`src/rtl/reg_pipe_n.sv`:
```
// reg_pipe_n: elastic register pipeline, WIDTH-bit data over DEPTH stages with
// valid/ready handshake, bubble collapse, synchronous flush and occupancy count.
module reg_pipe_n #(
    parameter int unsigned      WIDTH     = 16,
    parameter int unsigned      DEPTH     = 2,
    parameter logic [WIDTH-1:0] RESET_VAL = '0,
    localparam int unsigned     OCC_W     = $clog2(DEPTH + 1)
) (
    input  logic             CLK,
    input  logic             RESETN,
    input  logic             FLUSH,
    input  logic             IN_VALID,
    output logic             IN_READY,
    input  logic [WIDTH-1:0] D,
    output logic             OUT_VALID,
    input  logic             OUT_READY,
    output logic [WIDTH-1:0] Q,
    output logic [OCC_W-1:0] OCC
);

    // Stage 0 is the input side, stage DEPTH-1 drives Q.
    logic [DEPTH-1:0] v;
    logic [WIDTH-1:0] r    [DEPTH];
    logic [DEPTH-1:0] rdy;
    logic [DEPTH-1:0] up_v;
    logic [WIDTH-1:0] up_d [DEPTH];
    logic [OCC_W-1:0] occ_sum;

    // Ready chain: a stage can load when it or any stage downstream of it is
    // empty, or the consumer is taking Q. Built with a running accumulator
    // walking from the output side so no bit of rdy feeds back into itself.
    always_comb begin : ready_chain
        logic acc;
        acc = OUT_READY;
        rdy = '0;
        for (int unsigned k = 0; k < DEPTH; k++) begin
            acc = acc | ~v[DEPTH-1-k];
            rdy[DEPTH-1-k] = acc;
        end
    end

    // Upstream view of each stage: the producer for stage 0, the previous stage otherwise.
    always_comb begin : upstream_sel
        up_v    = '0;
        up_v[0] = IN_VALID;
        up_d[0] = D;
        for (int unsigned k = 1; k < DEPTH; k++) begin
            up_v[k] = v[k-1];
            up_d[k] = r[k-1];
        end
    end

    // Stage valid flags: advance where ready, hold on stall, clear on flush.
    always_ff @(posedge CLK or negedge RESETN) begin
        if (!RESETN) begin
            v <= '0;
        end else if (FLUSH) begin
            v <= '0;
        end else begin
            for (int unsigned k = 0; k < DEPTH; k++) begin
                if (rdy[k]) begin
                    v[k] <= up_v[k];
                end
            end
        end
    end

    // Stage data: load only on a valid upstream beat into a ready stage; flush leaves data untouched.
    always_ff @(posedge CLK or negedge RESETN) begin
        if (!RESETN) begin
            for (int unsigned k = 0; k < DEPTH; k++) begin
                r[k] <= RESET_VAL;
            end
        end else if (!FLUSH) begin
            for (int unsigned k = 0; k < DEPTH; k++) begin
                if (rdy[k] && up_v[k]) begin
                    r[k] <= up_d[k];
                end
            end
        end
    end

    // Occupancy: population count of the registered valid flags.
    always_comb begin : occupancy
        occ_sum = '0;
        for (int unsigned k = 0; k < DEPTH; k++) begin
            occ_sum = occ_sum + OCC_W'(v[k]);
        end
    end

    assign IN_READY  = rdy[0];
    assign OUT_VALID = v[DEPTH-1];
    assign Q         = r[DEPTH-1];
    assign OCC       = occ_sum;

endmodule

```
`config.mk`:
```
export PLATFORM = sky130hd
export DESIGN_NAME = reg_pipe_n
export DESIGN_NICKNAME = d
export VERILOG_FILES = /design/src/rtl/reg_pipe_n.sv
export SDC_FILE = /design/constraint.sdc
export NUM_CORES = 1
export LEC_CHECK = 0
export CORE_UTILIZATION = 45
export CTS_CLUSTER_SIZE = 16
export DETAILED_ROUTE_END_ITERATION = 6
export DONT_BUFFER_PORTS = 1
export GPL_TIMING_DRIVEN = 0
export PLACE_DENSITY = 0.65
export SETUP_SLACK_MARGIN = 0.15
export SLEW_MARGIN = 15
export SYNTH_ARGS = -nofsm -noshare
export SYNTH_HDL_FRONTEND = slang
export SYNTH_SLANG_ARGS = --single-unit
```
`constraint.sdc`:
```
create_clock -name CLK -period 2 [get_ports CLK]
set_input_delay 0.1 -clock CLK [delete_from_list [all_inputs] [get_ports CLK]]
set_output_delay 0.1 -clock CLK [all_outputs]
set_load 0.02 [all_outputs]
```
* Yosys cells after proc, flatten, opt, wreduce, memory -nomap -nowiden
Cells that the tools add are included.
Storage, ports and cells: flip-flop bits (word level) 34, output and inout port bits 20
Cells by class: $add $sub $neg 1, mux-type cells 3, bitwise logic cells 5, reductions and logical operators 6
Operators with widths (number):
- $reduce_and 2->1 | 2
- $reduce_bool 2->1 | 2
- $not 1->1 | 3
- $add 1x1->2 | 1
- $logic_and 1x1->1 | 2
- $mux 1 | 2
- $mux 2 | 1
- $or 1x1->1 | 2

* Longest topological paths before layout
word-level depth 5, depth in mapped cells 4

* Least setup slack after synthesis
OpenSTA, ideal clock, no wires.
path kind register -> register, start register v[1], end register r, in the netlist Q[10], data arrival time 1.453 ns, required time 1.875 ns, slack 0.422 ns, stages on the path, launching flop included 5, buffers on the path 1, clock period less this slack 1.578 ns, path through dfrtp_1 nor2b_4 nor3b_4 buf_6 mux2_2
Between the ends: word-level cells in the longest chain between the ends 4
Ends and longest elaborated chain:
- start: declaration | RTL line 22 | logic [DEPTH-1:0] v;
- start signal: indexed assignment | RTL line 62 | v[k] <= up_v[k];
- $not 1->1 | RTL line 37 | acc = acc | ~v[DEPTH-1-k];
- $or 1x1->1 | RTL line 37
- $logic_and 1x1->1 | RTL line 76 | if (rdy[k] && up_v[k]) begin
- $reduce_and 2->1 (no line)
- end signal: indexed assignment | RTL line 77 | r[k] <= up_d[k];
- end: declaration | RTL line 23 | logic [WIDTH-1:0] r [DEPTH];
No other way between the ends. A chain may end at the register's enable or synchronous reset.

* Worst setup path after layout
start register v[1], end register r, in the netlist Q[9]
The elaborated chain is that of the path after synthesis.

==> results.toml <==
[routing]
vias_per_cell = 4.75
drt_pass1_iterations = 4
vias = 788
antenna_left = 0
finalWirelength_mm = 2.13
wire_per_inst_um = 12.8
dr.first_iter.drc_count = 23
drc = 0

[logic_synthesis]
avgSynthCellArea_um2 = 15.6
syn_area_um2 = 1450
synth_cells = 93
ys_warn_count = 0
ys_seq_elements = 34
ys_seq_area_share_pct = 58.8
yosysUniqueCellTypes = 12
synthesis.nets = 115

[floorplan]
ios = 41
placementRows = 20
die_h_um = 58.7
die-width_um = 58.7
start_util_pct = 47.4
core_area_um2 = 3050
die-area_um2 = 3450

[cts]
htree_num_levels = 2
cts.clk_slew.worst_paths_ns = 0.10
root_buffer = "clkbuf_4"
numCtsBuffers = 5
cts_tree = "yes"
post_cts_resized = 0
cts.sinks = 34
clock_latency_ns = 0.33
cts_buffer_depth = 2

[sta]
report.final.slew_viol_count = 0
fmax_ghz = 0.572
tns_ns = 0
hold_viol = 0
post-route-min-period_ns = 1.75
worstMarginPinSlew_ns = 0.411
slew_headroom_pct = 72.6
skew_ns = 0.00705
period_share_pct = 87.4
rsz0062_at_grt = "false"
setup_viol = 0

[worst_setup_path]
cp.required_ns = 2.21
rr_startpoint = "v[1]"
cp_max_fo = 10
path_class = "register to register"
crit_arrival_ns = 1.96
worst_setup_path_end_kind = "register"
critPathLaunchType = "register"
startpoint = "v[1]"

[run]
cap_violations = 0

[grt]
antenna_found_initial = 0
grt_pass1_wl_mm = 3.66
grt_pass1_vias = 809
grt_overflow = 0
grt_max_degree = 35
grt_usage_pct = 15.2

[min_path]
hold_class = "primary input to register"
hold_start = "FLUSH"

[final_layout]
nNetsFinal = 143
antenna_cells = 0
seq_area_um2 = 851
syn_to_final_growth_pct = 24.5
fill_cells = 264
fin_util_pct = 59.0
final_layout_size_suffix_gt1_share_pct = 51.6
multi_input_area_um2 = 449

[place]
dpl.hpwl_mm = 1.42
gp_congestion = 0.635
port_buffers = 0

[pwr]
cellLeakagePower_nw = 0.807
power.density_nw_per_um2 = 1040
irDropWorstVdd_uv = 540

[outcome]
outcome = "finished clean"
[where the power goes]
part / switching (W) / internal [W] / total [W] / leakage [nW]
Combinational: 0.000232 / 0.000276 / 0.000508 / 0.357
Sequential: 0.0000737 / 0.000835 / 0.000909 / 0.405
Clock: 0.000215 / 0.000240 / 0.000455 / 0.0446
[kinds of logic (layout without fill, tap and decap cells)]
group                    Yosys count  count (layout)  synth area share, %
adder cells (fa/ha/maj)            1               1                0.865
AO/OA/AOI/OAI                      1               1                0.346
buffers and inverters             19              48                 10.1
AND/OR/NAND/NOR                    6               6                 4.93
multiplexers                      32              32                 24.9
flip-flops                        34              34                 58.8
[cell usage in the layout (no fill, tap or decap), drive strengths merged]
master,n
nor2b,1
a21oi,1
buf,19
inv,1
clkbuf,8
ha,1
dlygate4sd3,20
nor2,2
nor3b,1
dfrtp,34
nand3b,2
mux2,32
[metal layers]
metal | GRT usage, % | up-vias | wire, µm
met3 | 6.81 | 5 | 159
met2 | 24.1 | 30 | 1060
met1 | 17.6 | 398 | 858
met5 | 0 | - | 0
met4 | 7.14 | 0 | 44
li1 | - | 355 | -
[metrics by stage]
| stage | std cells | hold WS (ns) | area (µm²) | power, W | setup WS [ns] |
|---|---|---|---|---|---|
| 6_report | 166 | 0.0668 | 1800 | 0.00187 | 0.252 |
| 5_1_grt | 166 | 0.0414 | 1800 | 0.00198 | 0.156 |
| 4_1_cts | 166 | 0.0543 | 1800 | 0.00190 | 0.204 |
| 3_5_place_dp | 137 | -0.195 | 1500 | 0.00139 | 0.235 |
| 3_3_place_gp | 137 | -0.195 | 1500 | 0.00137 | 0.266 |
| 2_1_floorplan | 93 | -0.196 | 1450 | 0.00134 | 0.422 |
[state kept, by name, indices dropped and copies added, names as in the netlist]
signal	cells
Q	16
r	16
v	2
[synth_stat cells]
cell type,count,share of area [%]
ha_1,1,0.86
mux2_2,32,25
nor3b_4,1,1.3
buf_6,2,1.6
nand3b_2,1,0.78
nor2_1,2,0.52
a21oi_1,1,0.35
dfrtp_1,34,59
nand3b_4,1,1.4
buf_4,16,8.3
inv_1,1,0.26
nor2b_4,1,0.95
[worst paths after layout]
check / to / cells past startpoint / slack [ns]
hold reg to reg: Q[3] / 1 / 0.50
max in group asynchronous: Q[5] / 2 / 1.60
setup reg to reg: Q[9] / 4 / 0.25
setup / recovery: Q[9] / 4 / 0.25
hold / removal: Q[15] / 2 / 0.07
min in group asynchronous: Q[2] / 2 / 0.22
[layout make-up]
type                            count  share of cell area, %
Multi-Input combinational cell     40                   24.9
Timing Repair Buffer               21                   12.2
Inverter                            1                  0.208
Sequential cell                    34                   47.3
Clock buffer                        8                   4.38
Buffer                             18                   7.92
Tap cell                           44                   3.06
[critical path: stages, from the launching register on]
cell,delay (ns)
dfrtp_1,0.50
nor2b_4,0.19
nor3b_4,0.38
buf_6,0.22
mux2_2,0.34
[what timing repair did]
item / CTS / global route
endpoints found under the hold margin: 52 / 0
hold buffers: 21 / 0
setup buffers: 0 / 0
Power figures use the tool's default switching activity.
